`src/rtl/pic_pkg.sv`:
```
`default_nettype none
// ============================================================================
//  Module   : pic_pkg
//  Purpose  : Shared definitions for the 8259 command-word register stage:
//             sequencer state encoding, command-word bit positions and the
//             OCW2 command encodings seen on ocw2_cmd.
//  Ports    : none (package)
//  Revision : 1.0  initial release
// ============================================================================
package pic_pkg;

    // Initialization sequencer states
    typedef enum logic [2:0] {
        UNINIT    = 3'd0,
        WAIT_ICW2 = 3'd1,
        WAIT_ICW3 = 3'd2,
        WAIT_ICW4 = 3'd3,
        READY     = 3'd4
    } state_t;

    // ICW1 bit positions
    localparam int c_LTIM_BIT = 3;
    localparam int c_SNGL_BIT = 1;
    localparam int c_IC4_BIT  = 0;

    // ICW4 bit positions (BUF and M/S occupy bits 3:2)
    localparam int c_SFNM_BIT = 4;
    localparam int c_BUF_MSB  = 3;
    localparam int c_BUF_LSB  = 2;
    localparam int c_AEOI_BIT = 1;

    // OCW3 bit positions
    localparam int c_ESMM_BIT = 6;
    localparam int c_SMM_BIT  = 5;
    localparam int c_P_BIT    = 2;
    localparam int c_RR_BIT   = 1;
    localparam int c_RIS_BIT  = 0;

    // OCW2 command encodings, R/SL/EOI in bits 7:5
    localparam logic [2:0] ROT_AEOI_CLR = 3'b000;
    localparam logic [2:0] NS_EOI       = 3'b001;
    localparam logic [2:0] NO_OP        = 3'b010;
    localparam logic [2:0] SP_EOI       = 3'b011;
    localparam logic [2:0] ROT_AEOI_SET = 3'b100;
    localparam logic [2:0] ROT_NS       = 3'b101;
    localparam logic [2:0] SET_PRIORITY = 3'b110;
    localparam logic [2:0] ROT_SP       = 3'b111;

endpackage
`default_nettype wire

```
`src/rtl/icw_ocw_sequencer_strobe_edge_detect.sv`:
```
`default_nettype none
// ============================================================================
//  Module   : strobe_edge_detect
//  Purpose  : Turns a level write strobe into a single-cycle pulse on its
//             rising edge, so a strobe held for several clocks acts once.
//  Ports    : clock  - system clock
//             reset  - synchronous active-high reset
//             strobe - level write strobe
//             pulse  - high in the first cycle strobe is high
//  Revision : 1.0  initial release
// ============================================================================
module strobe_edge_detect (
    input  logic clock,
    input  logic reset,
    input  logic strobe,
    output logic pulse
);

    logic r_strobe_q;

    // Clearing on reset means a strobe already high at reset release is seen
    // as a fresh edge in the following cycle.
    always_ff @(posedge clock) begin
        if (reset) begin
            r_strobe_q <= 1'b0;
        end else begin
            r_strobe_q <= strobe;
        end
    end

    assign pulse = strobe & ~r_strobe_q;

endmodule
`default_nettype wire

```
`src/rtl/icw_ocw_sequencer.sv`:
```
`default_nettype none
// ============================================================================
//  Module   : icw_ocw_sequencer
//  Purpose  : 8259 command-word register stage. Runs the ICW1->ICW2->[ICW3]->
//             [ICW4] initialization sequence, latches mode/configuration
//             fields, then holds the OCW1 mask and OCW3 read select and
//             issues OCW2 command pulses.
//  Ports    : clock, reset (sync, active high)
//             internal_data_bus, five write strobes from bus control
//             ICW fields : level_or_edge_triggered, single_mode,
//                          interrupt_vector, cascade_config, auto_eoi,
//                          buffered_mode, special_fully_nested
//             OCW state  : interrupt_mask, read_isr_select, poll_command,
//                          ocw2_valid, ocw2_cmd, ocw2_level,
//                          special_mask_mode
//             init_done  : high in READY
//  Options  : SPECIAL_MASK_MODE_EN - when defined, OCW3 ESMM/SMM drive
//             special_mask_mode; otherwise that output is tied low.
//  Revision : 1.0  initial release
// ============================================================================
module icw_ocw_sequencer
    import pic_pkg::*;
#(
    parameter int VECTOR_W = 5,
    parameter int IRQ_N    = 8
) (
    input  logic                clock,
    input  logic                reset,
    input  logic [7:0]          internal_data_bus,
    input  logic                write_initial_command_word_1_reset,
    input  logic                write_initial_command_word_2_4,
    input  logic                write_operation_control_word_1,
    input  logic                write_operation_control_word_2,
    input  logic                write_operation_control_word_3,
    output logic                level_or_edge_triggered,
    output logic                single_mode,
    output logic [VECTOR_W-1:0] interrupt_vector,
    output logic [7:0]          cascade_config,
    output logic                auto_eoi,
    output logic [1:0]          buffered_mode,
    output logic                special_fully_nested,
    output logic [IRQ_N-1:0]    interrupt_mask,
    output logic                read_isr_select,
    output logic                poll_command,
    output logic                ocw2_valid,
    output logic [2:0]          ocw2_cmd,
    output logic [2:0]          ocw2_level,
    output logic                special_mask_mode,
    output logic                init_done
);

    localparam int c_NUM_STROBES = 5;
    localparam int c_IDX_ICW1    = 0;
    localparam int c_IDX_ICW24   = 1;
    localparam int c_IDX_OCW1    = 2;
    localparam int c_IDX_OCW2    = 3;
    localparam int c_IDX_OCW3    = 4;

    logic [c_NUM_STROBES-1:0] w_strobe;
    logic [c_NUM_STROBES-1:0] w_pulse;
    state_t                   r_state;
    logic                     r_ic4;

    assign w_strobe[c_IDX_ICW1]  = write_initial_command_word_1_reset;
    assign w_strobe[c_IDX_ICW24] = write_initial_command_word_2_4;
    assign w_strobe[c_IDX_OCW1]  = write_operation_control_word_1;
    assign w_strobe[c_IDX_OCW2]  = write_operation_control_word_2;
    assign w_strobe[c_IDX_OCW3]  = write_operation_control_word_3;

    genvar gi;
    generate
        for (gi = 0; gi < c_NUM_STROBES; gi++) begin : g_strobe
            strobe_edge_detect u_edge (
                .clock  (clock),
                .reset  (reset),
                .strobe (w_strobe[gi]),
                .pulse  (w_pulse[gi])
            );
        end
    endgenerate

    always_ff @(posedge clock) begin
        if (reset) begin
            r_state                 <= UNINIT;
            r_ic4                   <= 1'b0;
            level_or_edge_triggered <= 1'b0;
            single_mode             <= 1'b0;
            interrupt_vector        <= '0;
            cascade_config          <= 8'h00;
            auto_eoi                <= 1'b0;
            buffered_mode           <= 2'b00;
            special_fully_nested    <= 1'b0;
            interrupt_mask          <= '0;
            read_isr_select         <= 1'b0;
            poll_command            <= 1'b0;
            ocw2_valid              <= 1'b0;
            ocw2_cmd                <= 3'b000;
            ocw2_level              <= 3'b000;
            init_done               <= 1'b0;
        end else begin
            // Single-cycle outputs default low every cycle.
            poll_command <= 1'b0;
            ocw2_valid   <= 1'b0;

            if (w_pulse[c_IDX_ICW1]) begin
                // ICW1 restarts initialization from any state and swallows
                // any other strobe edge in the same cycle.
                level_or_edge_triggered <= internal_data_bus[c_LTIM_BIT];
                single_mode             <= internal_data_bus[c_SNGL_BIT];
                r_ic4                   <= internal_data_bus[c_IC4_BIT];
                interrupt_mask          <= '0;
                read_isr_select         <= 1'b0;
                auto_eoi                <= 1'b0;
                buffered_mode           <= 2'b00;
                special_fully_nested    <= 1'b0;
                cascade_config          <= 8'h00;
                init_done               <= 1'b0;
                r_state                 <= WAIT_ICW2;
            end else begin
                // The state decides which A0=1 strobe is honoured: ICW2_4
                // during initialization, OCW1 only once READY.
                case (r_state)
                    WAIT_ICW2: begin
                        if (w_pulse[c_IDX_ICW24]) begin
                            interrupt_vector <= internal_data_bus[7 -: VECTOR_W];
                            if (!single_mode) begin
                                r_state <= WAIT_ICW3;
                            end else if (r_ic4) begin
                                r_state <= WAIT_ICW4;
                            end else begin
                                r_state   <= READY;
                                init_done <= 1'b1;
                            end
                        end
                    end
                    WAIT_ICW3: begin
                        if (w_pulse[c_IDX_ICW24]) begin
                            cascade_config <= internal_data_bus;
                            if (r_ic4) begin
                                r_state <= WAIT_ICW4;
                            end else begin
                                r_state   <= READY;
                                init_done <= 1'b1;
                            end
                        end
                    end
                    WAIT_ICW4: begin
                        if (w_pulse[c_IDX_ICW24]) begin
                            // Bit 0 (uPM) is not stored: only 8086 mode exists.
                            special_fully_nested <= internal_data_bus[c_SFNM_BIT];
                            buffered_mode        <= internal_data_bus[c_BUF_MSB:c_BUF_LSB];
                            auto_eoi             <= internal_data_bus[c_AEOI_BIT];
                            r_state              <= READY;
                            init_done            <= 1'b1;
                        end
                    end
                    READY: begin
                        if (w_pulse[c_IDX_OCW1]) begin
                            interrupt_mask <= internal_data_bus[IRQ_N-1:0];
                        end
                        if (w_pulse[c_IDX_OCW2]) begin
                            ocw2_valid <= 1'b1;
                            ocw2_cmd   <= internal_data_bus[7:5];
                            ocw2_level <= internal_data_bus[2:0];
                        end
                        if (w_pulse[c_IDX_OCW3]) begin
                            if (internal_data_bus[c_RR_BIT]) begin
                                read_isr_select <= internal_data_bus[c_RIS_BIT];
                            end
                            if (internal_data_bus[c_P_BIT]) begin
                                poll_command <= 1'b1;
                            end
                        end
                    end
                    default: begin
                        // UNINIT: only ICW1 leaves this state.
                    end
                endcase
            end
        end
    end

`ifdef SPECIAL_MASK_MODE_EN
    logic r_special_mask_mode;

    always_ff @(posedge clock) begin
        if (reset) begin
            r_special_mask_mode <= 1'b0;
        end else if (w_pulse[c_IDX_ICW1]) begin
            r_special_mask_mode <= 1'b0;
        end else if ((r_state == READY) && w_pulse[c_IDX_OCW3] &&
                     internal_data_bus[c_ESMM_BIT]) begin
            r_special_mask_mode <= internal_data_bus[c_SMM_BIT];
        end
    end

    assign special_mask_mode = r_special_mask_mode;
`else
    assign special_mask_mode = 1'b0;
`endif

endmodule
`default_nettype wire

```
`config.mk`:
```
export PLATFORM = sky130hd
export DESIGN_NAME = icw_ocw_sequencer
export DESIGN_NICKNAME = d
export VERILOG_FILES = /design/src/rtl/pic_pkg.sv /design/src/rtl/icw_ocw_sequencer_strobe_edge_detect.sv /design/src/rtl/icw_ocw_sequencer.sv
export SDC_FILE = /design/constraint.sdc
export NUM_CORES = 1
export LEC_CHECK = 0
export CAP_MARGIN = 10
export CORE_MARGIN = 2
export CORE_UTILIZATION = 40
export DETAILED_ROUTE_END_ITERATION = 7
export GPL_TIMING_DRIVEN = 0
export MAX_ROUTING_LAYER = met4
export PLACE_DENSITY = 0.73
export SETUP_SLACK_MARGIN = 0.3
export SLEW_MARGIN = 20
export SYNTH_ARGS = -nofsm -noshare
export SYNTH_HDL_FRONTEND = slang
export SYNTH_HIERARCHICAL = 1
export SYNTH_SLANG_ARGS = --single-unit
```
`constraint.sdc`:
```
create_clock -name clock -period 1.4 [get_ports clock]
set_input_delay 0.35 -clock clock [delete_from_list [all_inputs] [get_ports clock]]
set_output_delay 0.35 -clock clock [all_outputs]
set_load 0.02 [all_outputs]
```
==> flow_summary.json, run 1 <==
{
  "ys_ff_latch": 46,
  "rsz0062_at_grt": "true",
  "syn_nets": 205,
  "status": "completed",
  "max_stage_delay_ns": 0.32,
  "dpl.hpwl_mm": 2.95,
  "crit_end": "interrupt_mask[5]",
  "max_freq_mhz": 772,
  "detail_route.first_pass.iterations": 4,
  "critPathMaxFanout": 7,
  "async_flop_share": 0,
  "place_ws_ns": -0.761,
  "numCtsBuffers": 5,
  "multi_input_area_um2": 1090,
  "final_common_cell": "buf_6",
  "p_clk_frac": 0.360,
  "ant_nets": 0,
  "cp_common_cell": "buf_6",
  "synth_top_area_frac": 0.462,
  "end_kind": "flip-flop",
  "synth.distinct_cells": 32,
  "arrival_ns": 1.53,
  "io_buffer_count": 51,
  "p_int_mw": 2.06,
  "p_leak_nw": 1.34,
  "r2r_cells": 7,
  "core-area_um2": 4750,
  "drt-total-wl_mm": 4.98,
  "criticalPathCategory": "reg -> reg",
  "r2r_slack_ns": 0.10,
  "syn_area_um2": 1990,
  "seqPwrFrac": 0.500,
  "place_congestion": 0.756,
  "grt_pass1_vias": 1623,
  "grt-ovfl-total": 0,
  "ioPinCount": 53,
  "synth_flop_cell": "dfxtp_1",
  "cts_root_buffer": "clkbuf_8",
  "drv_cap": 0,
  "r2r-end": "interrupt_mask[5]",
  "finalCoreUtilization": 0.682,
  "required_ns": 1.64,
  "finalClockSkew_ns": 0.00383,
  "layout_min_cycle_time_ns": 1.30,
  "netlist_instances": 190,
  "comb_power_share": 0.140,
  "area_delta_synth_final_pct": 62.7,
  "max-clock-path-buffers": 2,
  "setup_violations": 0,
  "ir_drop_mv": 0.581,
  "finalNonFillerCells": 342,
  "finalHoldViolations": 0,
  "layout-drive-gt1-share": 0.618,
  "p_sw_frac": 0.238,
  "grtUsageTotal": 0.191,
  "grt_antenna_before_repair": 0,
  "grt_pass1_wl_mm": 7.67,
  "dieArea_um2": 5560,
  "dr_total_vias": 1589,
  "tritoncts": "built",
  "wl_per_cell_um": 14.5,
  "reg2reg_from": "r_state[1]",
  "ys_seq_area_frac": 0.462,
  "clkSlewWorstSetupHoldPaths_ns": 0.08,
  "powerDensity_nw_per_um2": 833,
  "worstSetupStartpoint": "r_state[1]",
  "die_w_um": 74.6,
  "initial_core_util": 0.419,
  "antenna_cells": 0,
  "synth_area_per_cell_um2": 10.5,
  "fin_total_pwr_mw": 2.70,
  "drcViolationCount": 0,
  "grt_max_degree": 15,
  "die_h_um": 74.6,
  "dp.cells": 308,
  "worstSetupStartpointType": "flip-flop",
  "min_period_over_period": 0.925,
  "drv_slew": 0,
  "clock_latency_ns": 0.30,
  "fin_nets": 289,
  "seq_area_um2": 976,
  "crit_chain": "buf_6 > nor4bb_4 > buf_6 > buf_6 > buf_8 > nand3_2 > o21ai_2",
  "place_area_um2": 2620,
  "p_switching_uw": 641,
  "via_per_inst": 4.65,
  "ys_warn_count": 6,
  "synthTopCellsByArea": "dfxtp_1 (46%), mux2i_1 (14%), nor2b_4 (7.6%)",
  "rows": 25,
  "synth-edff-count": 0,
  "fillCellCount": 375,
  "h-tree-depth": 2,
  "layout_common_cells": "buf_6 (52), dfxtp_2 (41), mux2i_1 (25)",
  "post-synth-top-area-cell": "dfxtp_1",
  "fin_ws_ns": 0.104,
  "slowest_stage": "dfxtp_2",
  "hp-class": "in -> reg",
  "drtIter0Drc": 67,
  "cts_num_sinks": 46,
  "fin_area_um2": 3240
}
-- cells by family (layout without fill, tap and decap cells) --
family	after synthesis	after routing	synth area share
AOI/OAI and AO/OA	17	17	0.0527
muxes	27	27	0.136
and+or+nand+nor	83	83	0.286
other	1	1	0.00188
buffers and inverters	16	101	0.0621
DFF	46	46	0.462
-- synth_stat cells, types with 2 or more instances --
library cell and instances:
a21oi_1 2, and3b_1 2, buf_2 3, buf_4 3
buf_6 5, clkbuf_1 3, dfxtp_1 46, mux2i_1 27
nand2_1 13, nand2b_1 20, nand3_1 7, nand3_2 2
nor2_1 19, nor2b_4 11, o21ai_0 9, o21ai_2 2
-- critical path, delay by kind of cell, from the launching register on --
kind / cells / cell delay (ns)
and+or+nand+nor: 2 / 0.35
AOI/OAI and AO/OA: 1 / 0.06
buffers and inverters: 4 / 0.50
DFF: 1 / 0.32
-- power by group through the flow --
stage	clock network [mW]	registers [mW]	logic, mW
final	0.972	1.35	0.378
after global routing	1.06	1.35	0.399
after CTS	0.991	1.35	0.350
after detailed placement	0	1.38	0.284
after global placement	0	1.38	0.282
after floorplan	0	1.39	0.158
-- layer usage --
metal	GRT usage	wire length [µm]	vias to the layer above
li1	-	-	799
met1	0.247	2260	742
met2	0.302	2410	38
met3	0.0325	210	10
met4	0.0655	95	0
met5	-	0	-
-- stage by stage --
step / hold slack, ns / TNS (ns)
global route: 0.395 / 0
finish: 0.383 / 0
detailed placement: 0.449 / -25.86
global placement: 0.448 / -25.91
floorplan: 0.414 / 0
CTS: 0.387 / 0
-- state kept, by name, summed over array words and instances (netlist names), 2 cells and up --
signal and flops:
cascade_config 8, r_state 3, interrupt_vector 5, ocw2_cmd 3, ocw2_level 3, buffered_mode 2
interrupt_mask 8, g_strobe.u_edge/r_strobe_q 5
-- what timing repair did --
item | CTS | global route
pin swaps | 11 | 10
gates resized for setup | 299 | 22
endpoints found under the setup margin | 83 | 76
setup buffers | 18 | 5
endpoints found under the hold margin | 0 | 0
cloned | 2 | 1
hold buffers | 0 | 0
-- worst min-delay path by stage --
stage | start | endpoint | slack [ns] | cells past startpoint
after global routing | write_initial_command_word_1_reset | g_strobe[0].u_edge/r_strobe_q | 0.40 | 2
after floorplan | reset | g_strobe[0].u_edge/r_strobe_q | 0.41 | 1
after detailed placement | interrupt_mask[3] | interrupt_mask[3] | 0.45 | 2
after CTS | write_initial_command_word_1_reset | g_strobe[0].u_edge/r_strobe_q | 0.39 | 2
final | write_initial_command_word_1_reset | g_strobe[0].u_edge/r_strobe_q | 0.38 | 2
after global placement | interrupt_mask[1] | interrupt_mask[1] | 0.45 | 2
-- cell type report --
class | count | area share
Clock inverter | 3 | 0.0123
Clock buffer | 5 | 0.0212
Multi-Input combinational cell | 128 | 0.337
Sequential cell | 46 | 0.301
Inverter | 1 | 0.00116
Timing Repair Buffer | 77 | 0.252
Buffer | 15 | 0.0498
Tap cell | 67 | 0.0258
Note: power is estimated with default switching activity, not from simulation.
==> inputs of run 2 (changes only) <==
--- a/config.mk
+++ b/config.mk
@@ -6,10 +6,10 @@
 export NUM_CORES = 1
 export LEC_CHECK = 0
 export CAP_MARGIN = 10
-export CORE_MARGIN = 2
 export CORE_UTILIZATION = 40
 export DETAILED_ROUTE_END_ITERATION = 7
 export GPL_TIMING_DRIVEN = 0
+export HOLD_SLACK_MARGIN = 0.02
 export MAX_ROUTING_LAYER = met4
 export PLACE_DENSITY = 0.73
 export SETUP_SLACK_MARGIN = 0.3
==> flow_summary.json, run 2 (synthesis results as in run 1) <==
{
  "status": "completed",
  "grt_pass1_vias": 1579,
  "grt_max_degree": 14,
  "p_leak_nw": 1.36,
  "detail_route.first_pass.iterations": 4,
  "dr_total_vias": 1636,
  "fin_area_um2": 3250,
  "ir_drop_mv": 0.662,
  "drv_cap": 0,
  "dieArea_um2": 5270,
  "setup_violations": 0,
  "worstSetupStartpointType": "flip-flop",
  "drt-total-wl_mm": 4.91,
  "area_delta_synth_final_pct": 63.0,
  "tritoncts": "built",
  "critPathMaxFanout": 8,
  "max-clock-path-buffers": 2,
  "wl_per_cell_um": 14.2,
  "clkSlewWorstSetupHoldPaths_ns": 0.08,
  "ant_nets": 0,
  "rows": 25,
  "r2r_slack_ns": 0.09,
  "final_common_cell": "buf_6",
  "clock_latency_ns": 0.30,
  "powerDensity_nw_per_um2": 828,
  "max_freq_mhz": 763,
  "h-tree-depth": 2,
  "tns_ns": 0,
  "fin_nets": 292,
  "reg2reg_from": "r_state[0]",
  "die_w_um": 72.6,
  "ioPinCount": 53,
  "drv_slew": 0,
  "dpl.hpwl_mm": 2.87,
  "fillCellCount": 364,
  "io_buffer_count": 51,
  "whs_path_depth": 2,
  "finalHoldViolations": 0,
  "antenna_cells": 0,
  "cts_num_sinks": 46,
  "die_h_um": 72.6,
  "cts_root_buffer": "clkbuf_8",
  "drcViolationCount": 0,
  "grt_pass1_wl_mm": 7.50,
  "cts_hold_buf": 0,
  "arrival_ns": 1.51,
  "hp-class": "in -> reg",
  "drtIter0Drc": 68,
  "layout_min_cycle_time_ns": 1.31,
  "finalClockSkew_ns": 0.00565,
  "core-area_um2": 4750,
  "layout-drive-gt1-share": 0.604,
  "via_per_inst": 4.74,
  "grt_antenna_before_repair": 0,
  "criticalPathCategory": "reg -> reg",
  "end_kind": "flip-flop",
  "min_period_over_period": 0.936,
  "numCtsBuffers": 5,
  "grtUsageTotal": 0.195,
  "fin_hold_ws_ns": 0.319,
  "r2r_cells": 5,
  "whs_endpoint": "g_strobe[3].u_edge/r_strobe_q",
  "worstHoldStart": "write_operation_control_word_2",
  "place_area_um2": 2620,
  "required_ns": 1.60,
  "initial_core_util": 0.419,
  "layout_common_cells": "buf_6 (48), dfxtp_2 (40), mux2i_1 (24)",
  "rsz0062_at_grt": "true",
  "place_congestion": 0.810,
  "largest_registers": "cascade_config x8, interrupt_mask x8",
  "r2r-end": "cascade_config[2]",
  "grt-ovfl-total": 0
}
[run 2: per-stage QoR]
stage	total power [mW]	util	cells	worst slack (ns)
floorplan	1.55	-	190	0.203
global placement	1.66	0.551	308	-0.742
detailed placement	1.66	0.551	308	-0.784
CTS	2.67	0.639	334	0.0984
global route	2.80	0.683	345	0.0404
finish	2.69	0.683	345	0.0900
[run 2: layout make-up]
type / instances / area (µm²) / area share
well taps: 67 / 83.8 / 0.0258
multi-input cells: 128 / 1070 / 0.331
flip-flops and latches: 46 / 975 / 0.300
inverters: 1 / 3.75 / 0.00116
clock inverters: 1 / 30.0 / 0.00924
repair buffers: 80 / 833 / 0.257
plain buffers: 15 / 171 / 0.0528
clock buffers: 7 / 76.3 / 0.0235
[run 2: critical path: stages, from the launching register on]
cell and delay (ns):
dfxtp_2 0.33, buf_6 0.13, and4bb_2 0.33, buf_12 0.15
mux2i_2 0.22, nor2_2 0.05
[run 2: where the power goes]
part	leakage (nW)	switching [mW]	internal, mW	total, mW
logic	0.913	0.169	0.194	0.364
clock network	0.0524	0.440	0.535	0.975
registers	0.393	0.0186	1.33	1.35
[run 2: layer usage]
metal / global-route usage / up-vias / routed length, µm
met2: 0.330 / 47 / 2410
met4: 0.0588 / 0 / 83
met5: - / - / 0
met3: 0.0331 / 9 / 214
li1: - / 807 / -
met1: 0.239 / 773 / 2200
[run 2: worst max path at each step]
stage / slack, ns / cells after the start / endpoint / from
floorplan: 0.20 / 5 / interrupt_vector[0] / write_initial_command_word_2_4
global placement: -0.74 / 4 / ocw2_cmd[0] / reset
detailed placement: -0.78 / 4 / interrupt_vector[3] / reset
CTS: 0.1 / 7 / interrupt_mask[6] / r_state[1]
global route: 0.04 / 5 / cascade_config[7] / r_state[0]
finish: 0.09 / 5 / cascade_config[2] / r_state[0]
[run 2: what timing repair did]
action | CTS | global route
cloned | 3 | 0
pin swaps | 8 | 7
resized for setup | 288 | 31
endpoints found under the setup margin | 83 | 75
setup buffers | 15 | 11
==> inputs of run 3 (changes only) <==
--- a/config.mk
+++ b/config.mk
@@ -5,7 +5,7 @@
 export SDC_FILE = /design/constraint.sdc
 export NUM_CORES = 1
 export LEC_CHECK = 0
-export CAP_MARGIN = 10
+export CAP_MARGIN = 25
 export CORE_UTILIZATION = 40
 export DETAILED_ROUTE_END_ITERATION = 7
 export GPL_TIMING_DRIVEN = 0
==> results of run 3 <==
Same layout as run 2: the final DEF is identical, and so are final timing and power.
==> RTL change: new RTL, config.mk and constraints of run 2 <==
`IRQ_N`: 8 -> 4.
--- a/src/rtl/icw_ocw_sequencer.sv
+++ b/src/rtl/icw_ocw_sequencer.sv
@@ -24,3 +24,3 @@
     parameter int VECTOR_W = 5,
-    parameter int IRQ_N    = 8
+    parameter int IRQ_N    = 4
 ) (
Ports: changed (resized interrupt_mask); port bits go from 53 to 49. The function was not compared with the original's and may differ.
==> RTL change against run 2 <==
Worst setup slack improved by 0.043 ns; sequential cell count fell by 4; global-route usage fell by 0.95 points; total power fell by 13%; design area fell by 13%; synthesized area fell by 9.8%; routed wire length fell by 11%; die area fell by 9.5%; highest routed layer unchanged.
==> RTL change: results (changes against run 2) <==
stage,metric,value,unit,change
synth,top post-synthesis cells by count,"dfxtp_1, mux2i_1, nand2b_1, nand2_1, nor2_1",,
final_layout,ant diodes,0,,unchanged
final_layout,fin nets,265,,-9.2%
synth,Yosys cell types,31,,-3.1%
critical_path,critical path arrival,1.45,ns,-0.06 ns
synth,Syn Std Cell Area,1800,um^2,-9.8%
power_and_ir_drop,leakage power,1.15,nW,-15%
synth,syn_nets,191,,-6.8%
placed_design,Port Buffers,47,,-7.8%
run_status,status,"finished, final reports clean",,
clocking,clock root cell,clkbuf_8,,
placed_design,gpl congestion,0.739,,-8.7%
final_layout,Top Registers,"cascade_config: 8 flops, g_strobe.u_edge/r_strobe_q: 5 flops, interrupt_vector: 5 flops",,
sta,Final Skew,0.00413,ns,-0.00151 ns
final_layout,layout cells sized above 1,55.6,%,-4.8 points
placed_design,DPL Wire Length,2650,um,-7.9%
synth,sequential fraction of the synthesis area,46.8,%,+0.56 points
synth,largest cells by area after synthesis,"dfxtp_1, mux2i_1, nor2b_4",,
grt,first-pass GRT wire length,6840,um,-8.7%
drt,DR vias/cell,4.95,,+4.5%
grt,antenna violations before repair,0,,unchanged
power_and_ir_drop,maximum VDD drop,0.571,mV,-14%
grt,All-Layer GR Usage,18.6,%,-0.95 points
final_layout,Fillers,335,,-8.0%
clocking,Clock Path Buffers,2,,unchanged
clocking,H-tree levels,2,,unchanged
min_path,worst hold path type,in -> reg,,
clocking,clk_lat worst skew,0.29,ns,
grt,vias in the first global route,1414,,-10%
drt,drt first-iter violations,39,,-43%
drt,per-cell routed wire length,14.4,um,+1.4%
==> RTL change: changes by cell type after synthesis, sizes merged, moves of 2 or more <==
cell and change:
buf -5, dfxtp -4, mux2i -4, nand2 +3
nor2 -3, nand2b +2, nor2b -2
==> RTL change: repair_timing <==
item | CTS | global route
gates cloned | 0 | 1
gates resized for setup | 252 | 36
hold buffers | 0 | 0
setup buffers | 15 | 4
setup endpoints to repair | 75 | 67
pin swaps | 7 | 15
==> RTL change: routing by layer <==
layer | GRT usage [%] | routed length (um) | up-vias
met5 | - | 0 | -
met4 | 6.12 | 55 | 0
met3 | 4.39 | 163 | 4
met2 | 30.0 | 2220 | 35
met1 | 22.9 | 1910 | 725
li1 | - | - | 732
==> RTL change: cell families (layout without fill, tap and decap cells) <==
logic type / after synthesis / count (layout) / synth area share (%)
simple gates: 83 / 83 / 30.9
flops: 42 / 42 / 46.8
mux: 23 / 23 / 12.8
compound gates: 15 / 15 / 5.08
buf+inv: 12 / 86 / 4.24
other cells: 1 / 1 / 0.209
==> RTL change: metrics by stage <==
| stage | area, um^2 | hold WS [ns] | instances | total power [mW] | setup WS, ns |
|---|---|---|---|---|---|
| 3_3_place_gp | 2360 | 0.452 | 275 | 1.53 | -0.778 |
| 5_1_grt | 2820 | 0.391 | 302 | 2.42 | 0.0585 |
| 3_5_place_dp | 2360 | 0.459 | 275 | 1.54 | -0.804 |
| 4_1_cts | 2670 | 0.393 | 297 | 2.31 | 0.151 |
| 6_report | 2820 | 0.391 | 302 | 2.34 | 0.133 |
| 2_1_floorplan | 1830 | 0.414 | 176 | 1.43 | 0.195 |
==> RTL change: critical path, stage by stage (launching register included) <==
cell	delay, ns
dfxtp_2	0.32
buf_6	0.13
and4bb_1	0.27
buf_6	0.17
mux2i_1	0.21
nor2_1	0.05
==> RTL change: final timing paths <==
path	startpoint	to	slack, ns
worst max-delay path	r_state[0]	cascade_config[0]	0.13
worst min register to register	interrupt_mask[3]	interrupt_mask[3]	0.46
worst max register to register	r_state[0]	cascade_config[0]	0.13
worst min-delay path	reset	g_strobe[1].u_edge/r_strobe_q	0.39
==> RTL change: cell type report <==
| cell class | instances | area share (%) |
|---|---|---|
| multi-input cells | 122 | 35.0 |
| repair buffers | 67 | 23.9 |
| plain buffers | 11 | 4.26 |
| well taps | 52 | 2.31 |
| flip-flops and latches | 42 | 31.6 |
| inverters | 1 | 0.133 |
| clock buffers | 7 | 2.71 |
==> RTL change: power by group <==
part	switching [mW]	leakage, nW	total (mW)	internal [mW]
registers	0.0211	0.359	1.24	1.22
clock network	0.399	0.0383	0.743	0.344
logic	0.160	0.752	0.354	0.194
